$ cat src/rtl/mem_access_ctrl.sv
// mem_access_ctrl: CPU-side request controller for a byte-addressed unified memory
// that only reads and writes full 32-bit words.
//
// Purpose:
//   Turns a cpu_req/cpu_ready handshake into word-aligned mrd/mwr strobes.
//   Byte/half loads are extracted from the read word and sign/zero extended.
//   Byte/half stores are done as read-modify-write.
//   Misaligned accesses are suppressed and flagged on cpu_misalign.
//
// Parameters:
//   LAT_CYCLES  cycles mrd is held before mem_out is captured (1..15)
//   ADR_W       address width
//
// Ports:
//   clk, rst            clock, asynchronous active-high reset
//   cpu_req/we/size     request, 1=store, 00 byte/01 half/1x word
//   cpu_unsigned        loads: 1 zero-extend, 0 sign-extend
//   cpu_adr, cpu_wdata  byte address, right-justified store data
//   cpu_ready           one-cycle completion pulse
//   cpu_rdata           load result, held until the next completed load
//   cpu_misalign        valid with cpu_ready; access was suppressed
//   inst_data_adr       word-aligned memory address
//   mem_data_in         memory write data
//   mrd, mwr            memory read / write enables (registered)
//   mem_out             memory read data
//
// Optional build macro MEM_ACCESS_STATS_EN adds stat_rd, stat_wr and
// stat_misalign 16-bit wrapping counters.

module mem_access_ctrl #(
   parameter int LAT_CYCLES = 1,
   parameter int ADR_W      = 32
) (
   input  logic             clk,
   input  logic             rst,
   input  logic             cpu_req,
   input  logic             cpu_we,
   input  logic [1:0]       cpu_size,
   input  logic             cpu_unsigned,
   input  logic [ADR_W-1:0] cpu_adr,
   input  logic [31:0]      cpu_wdata,
   output logic             cpu_ready,
   output logic [31:0]      cpu_rdata,
   output logic             cpu_misalign,
   output logic [ADR_W-1:0] inst_data_adr,
   output logic [31:0]      mem_data_in,
   output logic             mrd,
   output logic             mwr,
   input  logic [31:0]      mem_out
`ifdef MEM_ACCESS_STATS_EN
   ,
   output logic [15:0]      stat_rd,
   output logic [15:0]      stat_wr,
   output logic [15:0]      stat_misalign
`endif
);

   typedef enum logic [2:0] {
      S_IDLE,
      S_RD,
      S_WR,
      S_RMW_RD,
      S_RMW_WR,
      S_DONE
   } state_t;

   localparam logic [3:0] LAT_LAST = 4'(LAT_CYCLES - 1);

   state_t      r_state;
   logic [3:0]  r_cnt;
   logic [1:0]  r_off;
   logic [1:0]  r_size;
   logic        r_uns;
   logic [15:0] r_wdata;
`ifdef MEM_ACCESS_STATS_EN
   logic        r_we;
`endif

   logic        w_misal;
   logic [7:0]  w_byte;
   logic [15:0] w_half;
   logic [31:0] w_ext;
   logic [31:0] w_merge;

   assign w_misal = ((cpu_size == 2'b01) && cpu_adr[0]) ||
                    (cpu_size[1] && (cpu_adr[1:0] != 2'b00));

   // Lane extraction and lane merge both work on the live mem_out word
   // in the final read cycle.
   always_comb begin
      w_byte  = mem_out[{r_off, 3'b000} +: 8];
      w_half  = mem_out[{r_off[1], 4'b0000} +: 16];
      w_ext   = mem_out;
      w_merge = mem_out;
      unique case (r_size)
         2'b00: begin
            w_ext = r_uns ? {24'h0, w_byte} : {{24{w_byte[7]}}, w_byte};
            w_merge[{r_off, 3'b000} +: 8] = r_wdata[7:0];
         end
         2'b01: begin
            w_ext = r_uns ? {16'h0, w_half} : {{16{w_half[15]}}, w_half};
            w_merge[{r_off[1], 4'b0000} +: 16] = r_wdata;
         end
         default: begin
            w_ext   = mem_out;
            w_merge = mem_out;
         end
      endcase
   end

   always_ff @(posedge clk or posedge rst) begin
      if (rst) begin
         r_state       <= S_IDLE;
         r_cnt         <= 4'd0;
         r_off         <= 2'b00;
         r_size        <= 2'b00;
         r_uns         <= 1'b0;
         r_wdata       <= 16'h0;
         cpu_ready     <= 1'b0;
         cpu_rdata     <= 32'h0;
         cpu_misalign  <= 1'b0;
         inst_data_adr <= '0;
         mem_data_in   <= 32'h0;
         mrd           <= 1'b0;
         mwr           <= 1'b0;
`ifdef MEM_ACCESS_STATS_EN
         r_we          <= 1'b0;
         stat_rd       <= 16'h0;
         stat_wr       <= 16'h0;
         stat_misalign <= 16'h0;
`endif
      end else begin
         cpu_ready    <= 1'b0;
         cpu_misalign <= 1'b0;
         unique case (r_state)
            S_IDLE: begin
               if (cpu_req) begin
                  r_off         <= cpu_adr[1:0];
                  r_size        <= cpu_size;
                  r_uns         <= cpu_unsigned;
                  r_wdata       <= cpu_wdata[15:0];
                  r_cnt         <= 4'd0;
                  inst_data_adr <= {cpu_adr[ADR_W-1:2], 2'b00};
`ifdef MEM_ACCESS_STATS_EN
                  r_we          <= cpu_we;
`endif
                  if (w_misal) begin
                     r_state      <= S_DONE;
                     cpu_ready    <= 1'b1;
                     cpu_misalign <= 1'b1;
                  end else if (!cpu_we) begin
                     r_state <= S_RD;
                     mrd     <= 1'b1;
                  end else if (cpu_size[1]) begin
                     r_state     <= S_WR;
                     mwr         <= 1'b1;
                     mem_data_in <= cpu_wdata;
                  end else begin
                     r_state <= S_RMW_RD;
                     mrd     <= 1'b1;
                  end
               end
            end
            S_RD, S_RMW_RD: begin
               if (r_cnt == LAT_LAST) begin
                  mrd <= 1'b0;
                  if (r_state == S_RD) begin
                     cpu_rdata <= w_ext;
                     cpu_ready <= 1'b1;
                     r_state   <= S_DONE;
                  end else begin
                     mem_data_in <= w_merge;
                     mwr         <= 1'b1;
                     r_state     <= S_RMW_WR;
                  end
               end else begin
                  r_cnt <= r_cnt + 4'd1;
               end
            end
            S_WR, S_RMW_WR: begin
               mwr       <= 1'b0;
               cpu_ready <= 1'b1;
               r_state   <= S_DONE;
            end
            S_DONE: begin
               r_state <= S_IDLE;
`ifdef MEM_ACCESS_STATS_EN
               if (cpu_misalign)
                  stat_misalign <= stat_misalign + 16'd1;
               else if (r_we)
                  stat_wr <= stat_wr + 16'd1;
               else
                  stat_rd <= stat_rd + 16'd1;
`endif
            end
            default: begin
               r_state <= S_IDLE;
               mrd     <= 1'b0;
               mwr     <= 1'b0;
            end
         endcase
      end
   end

endmodule

$ cat config.mk
export PLATFORM = sky130hd
export DESIGN_NAME = mem_access_ctrl
export DESIGN_NICKNAME = d
export VERILOG_FILES = /design/src/rtl/mem_access_ctrl.sv
export SDC_FILE = /design/constraint.sdc
export NUM_CORES = 1
export LEC_CHECK = 0
export CAP_MARGIN = 20
export CELL_PAD_IN_SITES_DETAIL_PLACEMENT = 0
export CELL_PAD_IN_SITES_GLOBAL_PLACEMENT = 1
export CORE_AREA = 2 2 147 149
export DETAILED_ROUTE_END_ITERATION = 6
export DIE_AREA = 0 0 149 151
export GPL_TIMING_DRIVEN = 1
export PLACE_DENSITY = 0.73
export RECOVER_POWER = 50
export SYNTH_ARGS = -nofsm -noshare
export SYNTH_HDL_FRONTEND = slang
export SYNTH_SLANG_ARGS = --single-unit
$ cat constraint.sdc
create_clock -name clk -period 4 [get_ports clk]
set_input_delay 0.6 -clock clk [delete_from_list [all_inputs] [get_ports clk]]
set_output_delay 0.6 -clock clk [all_outputs]
set_load 0.03 [all_outputs]
==> results of run 1 <==
## worst max-delay path, stage by stage (launching register included)
cell	delay, ns
dfrtp_1	0.42
inv_1	0.07
ha_1	0.17
or3b_1	0.43
or3_1	0.69
a21o_4	0.37
o22a_1	0.19
## cells by family after synthesis
kind of cell / Yosys count / synth area share
multiplexers: 52 / 0.0878
XOR/XNOR: 2 / 0.00264
adder cells (fa/ha/maj): 7 / 0.0132
buffers and inverters: 73 / 0.0470
AO/OA/AOI/OAI: 198 / 0.212
other: 1 / 0.000566
flip-flops: 126 / 0.476
AND/OR/NAND/NOR: 212 / 0.161
## report_power, final
part           switching (mW)  total (mW)  internal, mW  leakage (nW)
registers               0.507        2.37          1.87          1.56
logic                    2.46        4.24          1.79          2.13
clock network           0.566        1.59          1.02         0.294
## sequential cells by signal (all words and copies together) (netlist names)
name,flops
r_off,2
r_uns,1
cpu_ready,1
r_state,3
mrd,1
cpu_misalign,1
mem_data_in,32
r_size,2
r_cnt,4
r_wdata,16
mwr,1
inst_data_adr,30
cpu_rdata,32
## per-layer routing
metal	share of wire	GRT usage
met1	0.44	0.265
met2	0.45	0.304
met3	0.090	0.0705
met4	0.022	0.0748
met5	0	0
## per-stage QoR
stage,util,instance area (um2),cells
6_report,0.454,9450,1140
5_1_grt,0.454,9450,1140
4_1_cts,0.455,9480,1140
3_5_place_dp,0.427,8880,1109
3_3_place_gp,0.427,8880,1109
2_1_floorplan,-,6630,672
## final cells by class
type,instances,area (um2),area share
multi-input combinational,473,3160,0.335
timing repair buffer,215,2120,0.224
clock inverter,7,110,0.0117
sequential,126,3150,0.334
clock buffer,24,482,0.0510
tap,275,344,0.0364
inverter,20,77.6,0.00821
## worst min-delay path by stage
stage / from / to / slack (ns)
after CTS: mem_data_in[26]$_DFFE_PP0P_ / mem_data_in[26]$_DFFE_PP0P_ / 0.48
after floorplan: r_uns$_DFFE_PP0P_ / r_uns$_DFFE_PP0P_ / 0.48
final: mem_data_in[26]$_DFFE_PP0P_ / mem_data_in[26]$_DFFE_PP0P_ / 0.47
after global routing: mem_data_in[19]$_DFFE_PP0P_ / mem_data_in[19]$_DFFE_PP0P_ / 0.50
after global placement: mem_data_in[11]$_DFFE_PP0P_ / mem_data_in[11]$_DFFE_PP0P_ / 0.46
after detailed placement: mem_data_in[26]$_DFFE_PP0P_ / mem_data_in[26]$_DFFE_PP0P_ / 0.47
## Yosys cell counts, types with 7 or more instances
cell type / n
a211oi_1: 9
and3b_1: 9
a2bb2oi_1: 8
or3b_2: 8
a21oi_1: 29
buf_2: 24
nor2_1: 51
a311oi_1: 8
o31ai_1: 24
nand3_1: 10
o21ai_0: 42
a21o_1: 12
a221oi_1: 9
ha_1: 7
o22a_1: 8
mux2_2: 49
inv_1: 19
or3_1: 9
clkbuf_1: 24
dfrtp_1: 126
nand2_1: 88
nor2b_1: 11
o211ai_1: 25
a22o_1: 10
==> flow_summary_export.csv, run 1 <==
group,metric,value,unit
outcome,outcome,"complete, no violations",
worst_setup_path,crit_required,4.30,ns
clock_network,cts_resized,0,
timing,whs,0.465,ns
placement,place_worst_setup_slack,1.23,ns
timing,finalSetupTns,0,ns
drt,wl_per_cell,19.4,um
worst_setup_path,end_kind,"flip-flop",
global_route,grt_pass1_wl,34.4,mm
synthesis,synthesis.area,6620,um2
drt,routed_wl,22.1,mm
hold_path,hold_path.class,"flip-flop to flip-flop",
layout,nets,963,
clock_network,cts_made_buffers,17,
worst_setup_path,crit_end,"cpu_rdata[10]$_DFFE_PP0P_",
synthesis,ys_warn_count,0,
clock_network,ctsLongestPathBuffers,2,
floorplanning,die_area,22500,um2
layout,final_cell_mix,"clkdlybuf4s50_1 (176), dfrtp_1 (126), nand2_1 (88)",
global_route,grt_pass1_vias,6013,
placement,hpwl,15.9,mm
timing,fin_crit_sh,0.621,
synthesis,netlist-cell-type-count,57,
drt,first_pass_iters,5,
synthesis,synth_area_leader_cell,"dfrtp_1",
clock_network,cts_setup_buffers,0,
timing,rsz0062_at_grt,"no",
synthesis,async_flop_share,1.00,
global_route,grt_max_degree,68,
worst_setup_path,rrSetupSlack,1.51,ns
floorplanning,top_level_ports,203,
clock_network,clkTransAtPathRegs,0.06,ns
power,ir_drop,0.000443,V
power,finalPower,8.20,mW
timing,timing.final.crit_period,2.49,ns
synthesis,synth_edf_count,0,
layout,antenna_cells,0,
worst_setup_path,crit_path_start_kind,"flip-flop",
layout,fill_cells,2074,
clock_network,cts-htree-levels,4,
drt,ant_nets,0,
drt,viasPerCell,5.18,
timing,finClkSkew,0.00912,ns
synthesis,synth_cells,671,
layout,layout_commonest_cell,"clkdlybuf4s50_1",
global_route,grt_overflow,0,
worst_setup_path,path_max_fanout,24,
worst_setup_path,rr_worst_depth,6,
timing,drv_slew,0,
power,p_per_area,868,nW/um2
synthesis,synth-seq-cells,126,
worst_setup_path,worst-setup-path-type,"flip-flop to flip-flop",
synthesis,yosysSeqAreaShare,0.476,
placement,gp_congestion,0.806,
global_route,antenna_found_initial,0,
floorplanning,initial_core_util,0.318,
layout,final_layout_size_suffix_gt1_frac,0.126,
drt,dr.first_iter.drc_count,397,
power,p_leak,3.98,nW
job,max_cap_viol_count,0,
timing,hold_viol,0,
clock_network,postCtsHoldBufs,0,
synthesis,syn_avg_cell_area,9.87,um2
synthesis,synth.area.top_cells,"dfrtp_1 (48%), mux2_2 (8.3%), nand2_1 (5.0%), o21ai_0 (3.2%), nor2_1 (2.9%)",
drt,drc,0,
timing,setup_viol,0,
timing,fmax,0.402,GHz
clock_network,cts_sinks,126,
synthesis,yosysTopAreaCellShare,0.476,
placement,io_buffers,200,
clock_network,cts_tree,"yes",
worst_setup_path,arrival,2.79,ns
timing,worst_pin_slew,0.977,ns
clock_network,insertion_delay,0.42,ns
layout,areaGrowthSynthToFinish,42.7,%
timing,setup_ws,1.51,ns
floorplanning,rows,53,
timing,slew_headroom,0.343,
drt,via_count,5907,
floorplanning,die_h,151,um
hold_path,worstHoldPathCells,2,
floorplanning,die_w,149,um
worst_setup_path,reg2reg_to,"cpu_rdata[10]$_DFFE_PP0P_",
clock_network,cts_root_buf,"clkbuf_16",
floorplanning,core-area,20800,um2
worst_setup_path,r2r_start,"r_cnt[0]$_DFFE_PP0P_",
worst_setup_path,worstSetupStartpoint,"r_cnt[0]$_DFFE_PP0P_",
synthesis,synthFlopType,"dfrtp_1",
global_route,grt.total_usage,0.201,
Note: power is estimated with default switching activity, not from simulation.
==> inputs of run 2 (changes only) <==
==> constraint.sdc (replaced) <==
create_clock -name clk -period 2.12 [get_ports clk]
set_input_delay 0.318 -clock clk [delete_from_list [all_inputs] [get_ports clk]]
set_output_delay 0.318 -clock clk [all_outputs]
set_load 0.03 [all_outputs]
==> flow_summary_export.csv, run 2 (synthesized netlist as in run 1, its figures left out) <==
group,metric,value,unit
placement,placed_area,9230,um2
power,comb_power_share,0.537,
drt,routed_wl,21.4,mm
worst_setup_path,crit_path_start_kind,"flip-flop",
timing,fmax,0.506,GHz
global_route,grt-busiest-layer,"met2",
hold_path,hold_path.class,"flip-flop to flip-flop",
clock_network,postCtsHoldBufs,0,
timing,hold_viol,0,
worst_setup_path,path_max_fanout,8,
clock_network,cts_made_buffers,17,
global_route,grt.total_usage,0.195,
layout,reg_top3,"cpu_rdata x32, mem_data_in x32, inst_data_adr x30",
drt,wl_per_cell,18.1,um
worst_setup_path,rrSetupSlack,0.14,ns
timing,rsz0062_at_grt,"no",
clock_network,clkTransAtPathRegs,0.05,ns
placement,io_buffers,200,
floorplanning,die_w,149,um
clock_network,cts-htree-levels,4,
worst_setup_path,path_delay_family,"simple AND/OR/NAND/NOR gates",
worst_setup_path,cp_slowest_stage_delay,0.44,ns
floorplanning,top_level_ports,203,
hold_path,min_from,"cpu_rdata[6]$_DFFE_PP0P_",
floorplanning,core-area,20800,um2
worst_setup_path,r2r_start,"r_cnt[0]$_DFFE_PP0P_",
drt,via_count,6039,
floorplanning,initial_core_util,0.318,
worst_setup_path,worst-setup-path-type,"flip-flop to flip-flop",
layout,utilization,0.472,
layout,layout_commonest_cell,"clkdlybuf4s50_1",
floorplanning,rows,53,
placement,place_worst_setup_slack,-0.0268,ns
drt,ant_nets,0,
timing,worst_pin_slew,1.38,ns
power,p_sw,6.71,mW
layout,areaGrowthSynthToFinish,48.3,%
floorplanning,die_area,22500,um2
layout,design_area,9820,um2
worst_setup_path,rr_worst_depth,6,
drt,viasPerCell,5.11,
worst_setup_path,slowest_stage,"or3_1",
global_route,grt_pass1_vias,5931,
worst_setup_path,critPathBufInv,1,
timing,setup_viol,0,
timing,drv_slew,0,
layout,nets,1004,
drt,first_pass_iters,5,
placement,gp_congestion,0.889,
worst_setup_path,crit_required,2.43,ns
power,pwr-share-clk,0.187,
layout,stdcell_count,1182,
worst_setup_path,end_kind,"flip-flop",
power,p_per_area,1600,nW/um2
global_route,antenna_found_initial,1,
clock_network,ctsLongestPathBuffers,2,
power,internal_power,9.03,mW
global_route,met1_usage,0.269,
clock_network,insertion_delay,0.42,ns
placement,hpwl,16.2,mm
global_route,grt_pass1_wl,33.8,mm
placement,placed_cells,1147,
global_route,grt_max_degree,54,
power,swShare,0.426,
power,p_leak,4.22,nW
timing,setup_ws,0.142,ns
timing,finClkSkew,0.00613,ns
timing,timing.final.crit_period,1.98,ns
power,finalPower,15.7,mW
worst_setup_path,reg2reg_to,"cpu_rdata[14]$_DFFE_PP0P_",
hold_path,worstHoldPathCells,2,
job,max_cap_viol_count,0,
power,ir_drop,0.000877,V
clock_network,cts_sinks,126,
global_route,grt_overflow,0,
timing,fin_crit_sh,0.933,
worst_setup_path,crit_chain,"inv_1 -> ha_1 -> or3b_4 -> or3_1 -> a21o_4 -> o22a_1",
layout,final_layout_size_suffix_gt1_frac,0.171,
hold_path,hold_end,"cpu_rdata[6]$_DFFE_PP0P_",
outcome,outcome,"complete, no violations",
worst_setup_path,arrival,2.28,ns
clock_network,cts_root_buf,"clkbuf_16",
drt,dr.first_iter.drc_count,337,
layout,antenna_cells,0,
clock_network,cts_tree,"yes",
drt,drc,0,
power,power_frac_seq,0.276,
floorplanning,die_h,151,um
global_route,use_met2,0.294,
timing,slew_headroom,0.0816,
layout,final_cell_mix,"clkdlybuf4s50_1 (161), dfrtp_1 (126), nand2_1 (88)",
global_route,grtUsageMet3,0.0593,
==> run 2: power by group through the flow <==
stage | Clock, mW | Combinational, mW | Sequential (mW)
2_1_floorplan | 0 | 3.64 | 5.84
3_3_place_gp | 0 | 8.59 | 4.38
3_5_place_dp | 0 | 8.62 | 4.40
4_1_cts | 3.01 | 8.66 | 4.38
5_1_grt | 3.12 | 9.15 | 4.50
6_report | 2.95 | 8.46 | 4.34
==> run 2: worst max path at each step <==
stage,startpoint,end,cells after the start
floorplan,r_off[1]$_DFFE_PP0P_,mem_data_in[20]$_DFFE_PP0P_,9
global placement,cpu_we,mem_data_in[3]$_DFFE_PP0P_,7
detailed placement,cpu_we,mem_data_in[3]$_DFFE_PP0P_,7
CTS,r_cnt[0]$_DFFE_PP0P_,cpu_rdata[7]$_DFFE_PP0P_,7
global route,r_cnt[0]$_DFFE_PP0P_,cpu_rdata[17]$_DFFE_PP0P_,7
finish,r_cnt[0]$_DFFE_PP0P_,cpu_rdata[14]$_DFFE_PP0P_,6
==> run 2: routing by layer <==
metal,part of all wire,vias up,routed length (um)
li1,-,2864,-
met1,0.45,2913,9590
met2,0.45,238,9580
met3,0.088,22,1880
met4,0.017,2,372
met5,0.00061,-,13
==> run 2: repair_timing <==
action | CTS | global route
hold endpoints to repair | 0 | 0
buffers inserted | 0 | 3
gates resized for setup | 0 | 2
endpoints found under the setup margin | 0 | 48
==> run 2: worst min-delay path, cell delays in order, from the launching register on <==
cell and delay, ns:
dfrtp_1 0.33, nand2_1 0.04, o21ai_0 0.06
==> run 2: stage by stage <==
step,TNS [ns],hold WS [ns]
final,0,0.471
after global routing,0,0.499
after CTS,0,0.354
after detailed placement,-0.0775,0.467
after global placement,0,0.462
after floorplan,0,0.435
==> run 2: final cells by class <==
type	count	area [um2]
inverters	20	76.3
repair buffers	256	2470
flip-flops and latches	126	3150
clock buffers	22	484
multi-input cells	473	3180
well taps	275	344
clock inverters	10	111
fillers	2009	11000
==> inputs of run 3 (changes only) <==
==> constraint.sdc (replaced) <==
create_clock -name clk -period 1.7 [get_ports clk]
set_input_delay 0.255 -clock clk [delete_from_list [all_inputs] [get_ports clk]]
set_output_delay 0.255 -clock clk [all_outputs]
set_load 0.03 [all_outputs]
==> flow_summary_export.csv, run 3 (synthesized netlist as in run 1, its figures left out) <==
group,metric,value,unit
clock_network,insertion_delay,0.42,ns
worst_setup_path,crit_path_start_kind,"flip-flop",
timing,fin_crit_sh,1.12,
timing,rsz0062_at_grt,"yes",
clock_network,clkTransAtPathRegs,0.06,ns
floorplanning,die_area,22500,um2
worst_setup_path,path_max_fanout,8,
layout,areaGrowthSynthToFinish,67.0,%
power,swShare,0.427,
clock_network,postCtsHoldBufs,0,
drt,first_pass_iters,4,
timing,finClkSkew,0.00519,ns
timing,setup_viol,89,
timing,fmax,0.524,GHz
timing,worst_pin_slew,1.07,ns
power,pwr-share-clk,0.174,
worst_setup_path,arrival,2.21,ns
layout,reg_top3,"cpu_rdata x32, mem_data_in x32, inst_data_adr x30",
placement,io_buffers,200,
clock_network,cts_root_buf,"clkbuf_16",
clock_network,ctsLongestPathBuffers,2,
hold_path,worstHoldPathCells,2,
layout,antenna_cells,0,
global_route,grt_overflow,0,
global_route,antenna_found_initial,0,
timing,setup_ws,-0.208,ns
outcome,violations,"negative setup slack",
clock_network,cts-htree-levels,4,
clock_network,cts_tree,"yes",
worst_setup_path,worst-setup-path-type,"flip-flop to flip-flop",
drt,drc,0,
layout,stdcell_count,1250,
hold_path,hold_path.class,"primary input to flip-flop",
power,power_frac_seq,0.245,
worst_setup_path,end_kind,"flip-flop",
layout,nets,1072,
floorplanning,core-area,20800,um2
timing,hold_viol,0,
floorplanning,initial_core_util,0.318,
worst_setup_path,crit_required,2.00,ns
drt,dr.first_iter.drc_count,389,
power,p_leak,5.05,nW
drt,ant_nets,0,
floorplanning,top_level_ports,203,
global_route,grt_max_degree,51,
worst_setup_path,rr_worst_depth,6,
timing,slew_headroom,0.286,
global_route,grt.total_usage,0.210,
timing,timing.final.crit_period,1.91,ns
power,internal_power,12.4,mW
layout,final_cell_mix,"dfrtp_1 (123), clkdlybuf4s50_1 (101), dlygate4sd2_1 (96)",
floorplanning,rows,53,
drt,wl_per_cell,18.7,um
placement,placed_cells,1200,
clock_network,cts_made_buffers,17,
placement,placed_area,9810,um2
power,comb_power_share,0.581,
floorplanning,die_w,149,um
layout,final_layout_size_suffix_gt1_frac,0.304,
global_route,grt_pass1_wl,36.3,mm
timing,finalSetupTns,-8.44,ns
job,max_cap_viol_count,0,
power,ir_drop,0.000966,V
clock_network,cts_sinks,126,
timing,drv_slew,0,
placement,place_worst_setup_slack,-0.343,ns
layout,fill_cells,1888,
power,finalPower,21.7,mW
power,p_per_area,1960,nW/um2
drt,routed_wl,23.4,mm
drt,via_count,6364,
placement,gp_congestion,0.825,
outcome,outcome,"complete, but fails checks",
drt,viasPerCell,5.09,
layout,design_area,11100,um2
layout,layout_commonest_cell,"dfrtp_1",
floorplanning,die_h,151,um
global_route,grt_pass1_vias,6597,
placement,hpwl,17.0,mm
power,p_sw,9.24,mW
==> run 3: cell type report <==
cell class              count  area [um2]  area share
well taps                 275         344      0.0311
flip-flops and latches    126        3160       0.285
multi-input cells         473        3730       0.337
inverters                  20        83.8     0.00758
clock buffers              22         474      0.0429
repair buffers            324        3140       0.284
clock inverters            10         136      0.0123
==> run 3: per-stage QoR <==
step	hold WS, ns	util
finish	0.445	0.531
global route	0.437	0.531
CTS	0.286	0.522
detailed placement	0.469	0.471
global placement	0.459	0.471
floorplan	0.372	-
==> run 3: worst paths after layout <==
path                                                   from                       endpoint  slack (ns)
max in group asynchronous                               rst       cpu_rdata[3]$_DFFE_PP0P_        0.34
worst min register to register  mem_data_in[21]$_DFFE_PP0P_    mem_data_in[21]$_DFFE_PP0P_        0.47
min in group asynchronous                               rst    mem_data_in[10]$_DFFE_PP0P_        0.59
worst max-delay path                   r_cnt[0]$_DFFE_PP0P_       cpu_rdata[9]$_DFFE_PP0P_       -0.21
worst max register to register         r_cnt[0]$_DFFE_PP0P_       cpu_rdata[9]$_DFFE_PP0P_       -0.21
worst min-delay path                            cpu_adr[25]  inst_data_adr[25]$_DFFE_PP0P_        0.45
==> run 3: timing repair <==
item | CTS | global route
gates cloned | 3 | 3
pin swaps | 8 | 10
setup endpoints to repair | 210 | 117
setup buffers | 11 | 1
resized for setup | 177 | 42
==> run 3: critical path: stages, from the launching register on <==
cell and delay (ns):
dfrtp_1 0.38, inv_1 0.06, ha_2 0.16, or3b_4 0.38, or3_4 0.39, a21o_4 0.24, o22a_1 0.18
==> run 3: power groups by stage <==
stage	Clock (mW)	Sequential, mW	Combinational (mW)
after floorplan	0	7.32	4.83
after global placement	0	5.32	12.0
after detailed placement	0	5.35	12.1
after CTS	3.85	5.30	12.3
after global routing	4.00	5.49	13.5
final	3.77	5.30	12.6
==> run 3: metal layers <==
| metal | vias up | wire length [um] | global-route usage | part of all wire |
|---|---|---|---|---|
| met3 | 22 | 1860 | 0.0675 | 0.079 |
| met2 | 220 | 10800 | 0.334 | 0.46 |
| met5 | - | 0 | 0 | 0 |
| met1 | 3112 | 10300 | 0.274 | 0.44 |
| met4 | 0 | 398 | 0.0605 | 0.017 |
| li1 | 3010 | - | - | - |
